**src/rtl/program_loader.sv**
```systemverilog
// program_loader: receives a framed program image over a byte stream and
// writes it word by word into program memory, holding the core in reset
// until a load completes with a good checksum.
//
// Frame: SYNC_BYTE, LEN_LO, LEN_HI (word count N), 4*N payload bytes
// (each word LSB first), then one checksum byte (XOR of the payload).
//
// Ports:
//   clk        - clock, all state changes on the rising edge
//   reset      - synchronous active-low reset
//   rx_valid   - upstream presents a byte
//   rx_data    - byte value
//   rx_ready   - loader accepts a byte this cycle (low only while writing)
//   mem_we     - program-memory write strobe (one cycle per word)
//   mem_addr   - program-memory word address
//   mem_wdata  - instruction word being written
//   cpu_hold   - hold the core in reset (low only after a good load)
//   done       - load completed with a good checksum
//   error      - load aborted (bad length or bad checksum)
module program_loader #(
    parameter int unsigned ADDR_W    = 8,
    parameter logic [7:0]  SYNC_BYTE = 8'hA5
) (
    input  logic              clk,
    input  logic              reset,
    input  logic              rx_valid,
    input  logic [7:0]        rx_data,
    output logic              rx_ready,
    output logic              mem_we,
    output logic [ADDR_W-1:0] mem_addr,
    output logic [31:0]       mem_wdata,
    output logic              cpu_hold,
    output logic              done,
    output logic              error
);

    // Memory capacity in words, wide enough to hold 2^ADDR_W itself.
    localparam logic [32:0] MAX_WORDS = 33'(1) << ADDR_W;

    typedef enum logic [2:0] {
        IDLE,
        LEN_LO,
        LEN_HI,
        DATA,
        WRITE,
        CHECK,
        DONE,
        ERR
    } state_t;

    state_t              state_q, state_d;
    logic [7:0]          len_lo_q, len_lo_d;
    logic [15:0]         len_q, len_d;
    logic [15:0]         cnt_q, cnt_d;
    logic [ADDR_W-1:0]   addr_q, addr_d;
    logic [31:0]         word_q, word_d;
    logic [7:0]          csum_q, csum_d;
    logic [1:0]          bcnt_q, bcnt_d;

    logic                rdy_q;
    logic                we_q;
    logic                hold_q;
    logic                done_q;
    logic                err_q;

    logic                accept;
    logic                is_sync;
    logic [15:0]         n_full;
    logic                too_long;
    logic [15:0]         cnt_inc;

    assign accept   = rx_valid & rdy_q;
    assign is_sync  = (rx_data == SYNC_BYTE);
    assign n_full   = {rx_data, len_lo_q};
    assign too_long = (33'(n_full) > MAX_WORDS);
    assign cnt_inc  = cnt_q + 16'd1;

    // Next-state and datapath update.
    always_comb begin
        state_d  = state_q;
        len_lo_d = len_lo_q;
        len_d    = len_q;
        cnt_d    = cnt_q;
        addr_d   = addr_q;
        word_d   = word_q;
        csum_d   = csum_q;
        bcnt_d   = bcnt_q;

        case (state_q)
            IDLE, DONE, ERR: begin
                // A sync byte starts (or restarts) a load from a clean slate.
                if (accept && is_sync) begin
                    state_d = LEN_LO;
                    addr_d  = '0;
                    cnt_d   = '0;
                    csum_d  = '0;
                    bcnt_d  = '0;
                end
            end
            LEN_LO: begin
                if (accept) begin
                    len_lo_d = rx_data;
                    state_d  = LEN_HI;
                end
            end
            LEN_HI: begin
                if (accept) begin
                    len_d  = n_full;
                    bcnt_d = '0;
                    if (too_long) begin
                        state_d = ERR;
                    end else if (n_full == 16'd0) begin
                        state_d = CHECK;
                    end else begin
                        state_d = DATA;
                    end
                end
            end
            DATA: begin
                // Bytes arrive LSB first, so shift in from the top.
                if (accept) begin
                    word_d = {rx_data, word_q[31:8]};
                    csum_d = csum_q ^ rx_data;
                    bcnt_d = bcnt_q + 2'd1;
                    if (bcnt_q == 2'd3) begin
                        state_d = WRITE;
                    end
                end
            end
            WRITE: begin
                // Termination uses the word count, not address wrap.
                addr_d = addr_q + ADDR_W'(1);
                cnt_d  = cnt_inc;
                if (cnt_inc == len_q) begin
                    state_d = CHECK;
                end else begin
                    state_d = DATA;
                end
            end
            CHECK: begin
                if (accept) begin
                    state_d = (rx_data == csum_q) ? DONE : ERR;
                end
            end
            default: begin
                state_d = IDLE;
            end
        endcase
    end

    // State registers; outputs are registered from the next state so they
    // line up with the state they describe.
    always_ff @(posedge clk) begin
        if (!reset) begin
            state_q  <= IDLE;
            len_lo_q <= '0;
            len_q    <= '0;
            cnt_q    <= '0;
            addr_q   <= '0;
            word_q   <= '0;
            csum_q   <= '0;
            bcnt_q   <= '0;
            rdy_q    <= 1'b1;
            we_q     <= 1'b0;
            hold_q   <= 1'b1;
            done_q   <= 1'b0;
            err_q    <= 1'b0;
        end else begin
            state_q  <= state_d;
            len_lo_q <= len_lo_d;
            len_q    <= len_d;
            cnt_q    <= cnt_d;
            addr_q   <= addr_d;
            word_q   <= word_d;
            csum_q   <= csum_d;
            bcnt_q   <= bcnt_d;
            rdy_q    <= (state_d != WRITE);
            we_q     <= (state_d == WRITE);
            hold_q   <= (state_d != DONE);
            done_q   <= (state_d == DONE);
            err_q    <= (state_d == ERR);
        end
    end

    assign rx_ready  = rdy_q;
    assign mem_we    = we_q;
    assign mem_addr  = addr_q;
    assign mem_wdata = word_q;
    assign cpu_hold  = hold_q;
    assign done      = done_q;
    assign error     = err_q;

endmodule

```
**config.mk**
```make
export PLATFORM = sky130hd
export DESIGN_NAME = program_loader
export DESIGN_NICKNAME = d
export VERILOG_FILES = /design/src/rtl/program_loader.sv
export SDC_FILE = /design/constraint.sdc
export NUM_CORES = 1
export LEC_CHECK = 0
export CELL_PAD_IN_SITES_DETAIL_PLACEMENT = 0
export CELL_PAD_IN_SITES_GLOBAL_PLACEMENT = 1
export CORE_ASPECT_RATIO = 1.4
export CORE_MARGIN = 5
export CORE_UTILIZATION = 42
export CTS_BUF_LIST = sky130_fd_sc_hd__clkbuf_4
export CTS_CLUSTER_SIZE = 8
export DETAILED_ROUTE_END_ITERATION = 8
export PLACE_DENSITY = 0.82
export SLEW_MARGIN = 10
export SYNTH_ARGS = -nofsm -noshare
export SYNTH_HDL_FRONTEND = slang
export SYNTH_SLANG_ARGS = --single-unit
export TNS_END_PERCENT = 30
```
**constraint.sdc**
```tcl
create_clock -name clk -period 3.3 [get_ports clk]
set_input_delay 0.99 -clock clk [delete_from_list [all_inputs] [get_ports clk]]
set_output_delay 0.99 -clock clk [all_outputs]
set_load 0.005 [all_outputs]
```
==> results.json <==
{
  "syn-num-nets": 610,
  "path_class": "in -> reg",
  "synth_warnings": 0,
  "critPathMaxStageDelay_ns": 0.58,
  "crit_fanout": 6,
  "max-cap-violations": 0,
  "n_fill_cell": 1090,
  "cts_resized": 0,
  "cp.arrival_ns": 3.28,
  "finClkSkew_ns": 0.01476,
  "slew_violations": 0,
  "synth_cell_types": 55,
  "worstMarginPinSlew_ns": 0.8646,
  "cts_sinks": 98,
  "finalHoldViolCount": 0,
  "max_freq_mhz": 346.3,
  "wirelength_um": 11550,
  "synth.avg_cell_area_um2": 7.681,
  "grt_use_total_pct": 17.84,
  "worstHoldEndpoint": "mem_wdata[6]$_SDFFE_PN0P_",
  "layout-drive-gt1-share_pct": 9.509,
  "cts_tree": "done",
  "status": "finished clean",
  "synth_top_area_share_pct": 42.85,
  "antennaDiodeCount": 0,
  "startpoint_type": "input pin",
  "hold_buffers": 0,
  "viasPerCell": 5.308,
  "drc": 0,
  "grt-ovfl-total": 0,
  "synth_common_cells": "nand2_1 (123), dfxtp_1 (98), a21oi_1 (94), nor2_1 (53), o21ai_0 (42)",
  "area_growth_syn_to_layout_pct": 20.33,
  "dp_hpwl_um": 8333,
  "yosysSeqAreaShare_pct": 42.85,
  "rsz0062_at_grt": "false",
  "hp-class": "reg -> reg",
  "peakVddDrop_mv": 0.2758,
  "clk_latency_ns": 0.45,
  "io_buffers": 55,
  "rrSetupSlack_ns": 0.57,
  "rr_startpoint": "cnt_q[0]$_SDFFE_PN0P_",
  "max_slew_margin_pct": 42.22,
  "die_area_um2": 13120,
  "cpMostUsedCell": "or4_4",
  "gp_congestion": 0.8638,
  "layout_min_cycle_time_ns": 2.888,
  "r2r-end": "cpu_hold$_SDFF_PN1_",
  "grt_max_degree": 59,
  "start_util_pct": 42.57,
  "synth-async-reset-ratio_pct": 0,
  "detail-route-antenna-nets": 0,
  "dr.pass1.iters": 4,
  "ys.flop_type": "dfxtp_1",
  "synth_most_common_cell": "nand2_1",
  "core_area_um2": 10750,
  "vias": 4209,
  "final_util_pct": 51.23,
  "powerDensity_nw_per_um2": 425.4,
  "critPathLaunch": "rx_data[1]",
  "ys_ff_latch": 98,
  "synthCells": 596,
  "wire_per_inst_um": 14.56,
  "chipWidth_um": 98.24,
  "cts_buffers": 9,
  "finalCritPeriodShare_pct": 87.52,
  "cts_root_buf": "clkbuf_4",
  "min_path_cells": 2,
  "antenna_found_initial": 0,
  "num_io_pins": 56,
  "reg2reg_depth": 8,
  "cts_max_level": 3,
  "cts_setup_buffers": 0,
  "worst_path_max_delay_cell": "or4_4",
  "critPathRequiredTime_ns": 3.69,
  "syn_area_um2": 4578,
  "synth_enable_flop_cells": 0,
  "multiInputGateArea_um2": 2449,
  "die_y_um": 133.5,
  "p_leak_nw": 1.869,
  "drt_iter0_markers": 131,
  "cts_buffer_depth": 2,
  "num-nets-final": 661,
  "rows": 45,
  "p_total_mw": 2.343,
  "synth_area_leader_cell": "dfxtp_1",
  "worstHoldStart": "mem_wdata[6]$_SDFFE_PN0P_",
  "seqCellArea_um2": 1962,
  "setup_viol": 0,
  "crit_chain": "clkdlybuf4s50_1 > or4_4 > or4_4 > o31ai_2 > o2111ai_1 > a21oi_2 > nor4b_2",
  "critPathCaptureType": "register",
  "clkSlewWorstSetupHoldPaths_ns": 0.17,
  "grt_pass1_wl_um": 19350,
  "synth_area_leaders": "dfxtp_1 (43%), a21oi_1 (10%), nand2_1 (10%)",
  "grt_pass1_vias": 4088
}
cell type report:
class,count,share of cell area [%]
clock buffers,9,1.226
clock inverters,7,1.953
inverters,7,0.4769
multi-input cells,455,44.45
flip-flops and latches,98,35.61
well taps,141,3.202
repair buffers,76,13.08
cells in the final DEF (no fill, tap or decap), drive strengths merged, types with 4 or more instances in the layout:
cell | netlist | routed
and3 | 7 | 7
nand2 | 124 | 124
nand4 | 11 | 11
clkbuf | 30 | 9
a21oi | 95 | 95
inv | 7 | 11
clkdlybuf4s50 | 0 | 55
o21ai | 42 | 42
nor4 | 10 | 10
nand3b | 6 | 6
xor2 | 10 | 10
nor2 | 53 | 53
nor3 | 10 | 10
xnor2 | 22 | 22
buf | 6 | 21
or2 | 7 | 7
nand3 | 11 | 11
and2 | 4 | 4
dfxtp | 98 | 98
power breakdown:
| group | internal, mW | total, mW | switching [mW] | leakage [nW] |
|---|---|---|---|---|
| Clock | 0.323 | 0.763 | 0.440 | 0.0910 |
| Combinational | 0.130 | 0.332 | 0.202 | 0.988 |
| Sequential | 1.21 | 1.25 | 0.0346 | 0.790 |
cell families (layout without fill, tap and decap cells):
logic type	Yosys count	in the layout	share of synthesized area, %
multiplexers	1	1	0.2186
XOR/XNOR	32	32	6.122
AND/OR/NAND/NOR	257	257	26.76
flip-flops	98	98	42.85
AO/OA/AOI/OAI	162	162	19.51
adder cells (fa/ha/maj)	3	3	0.8200
buffers and inverters	43	99	3.717
per-layer routing:
metal	vias up	GRT usage, %	wire, um
li1	2163	-	-
met1	1959	20.05	4926
met2	71	32.95	6001
met3	16	3.667	444
met4	0	6.378	173
met5	-	0	0
worst max-delay path by stage:
stage / slack, ns / to
final: 0.41 / mem_we$_SDFF_PN0_
after global routing: 0.32 / cnt_q[6]$_SDFFE_PN0P_
after CTS: 0.43 / mem_we$_SDFF_PN0_
after detailed placement: -0.07 / mem_we$_SDFF_PN0_
after global placement: -0.02 / mem_we$_SDFF_PN0_
after floorplan: 0.55 / mem_we$_SDFF_PN0_
worst max-delay path: cells and delay by family:
kind	cells	cell delay [ns]
simple gates	3	1.24
compound gates	3	0.60
buf+inv	1	0.44
registers in the layout, summed over array words and instances (netlist names):
name / cells
mem_wdata: 32
rx_ready: 1
state_q: 3
len_q: 16
cnt_q: 16
bcnt_q: 2
mem_addr: 8
len_lo_q: 8
cpu_hold: 1
done: 1
error: 1
csum_q: 8
mem_we: 1
stage by stage:
stage | hold slack, ns | instance area [um^2] | instances | setup WS [ns] | TNS [ns]
6_report | 0.4638 | 5509 | 793 | 0.4120 | 0
3_5_place_dp | 0.4472 | 5334 | 777 | -0.07201 | -0.1200
3_3_place_gp | 0.4462 | 5334 | 777 | -0.01741 | -0.01741
2_1_floorplan | 0.4410 | 4578 | 596 | 0.5495 | 0
4_1_cts | 0.4684 | 5509 | 793 | 0.4340 | 0
5_1_grt | 0.4924 | 5509 | 793 | 0.3247 | 0
Note: power is estimated with default switching activity, not from simulation.
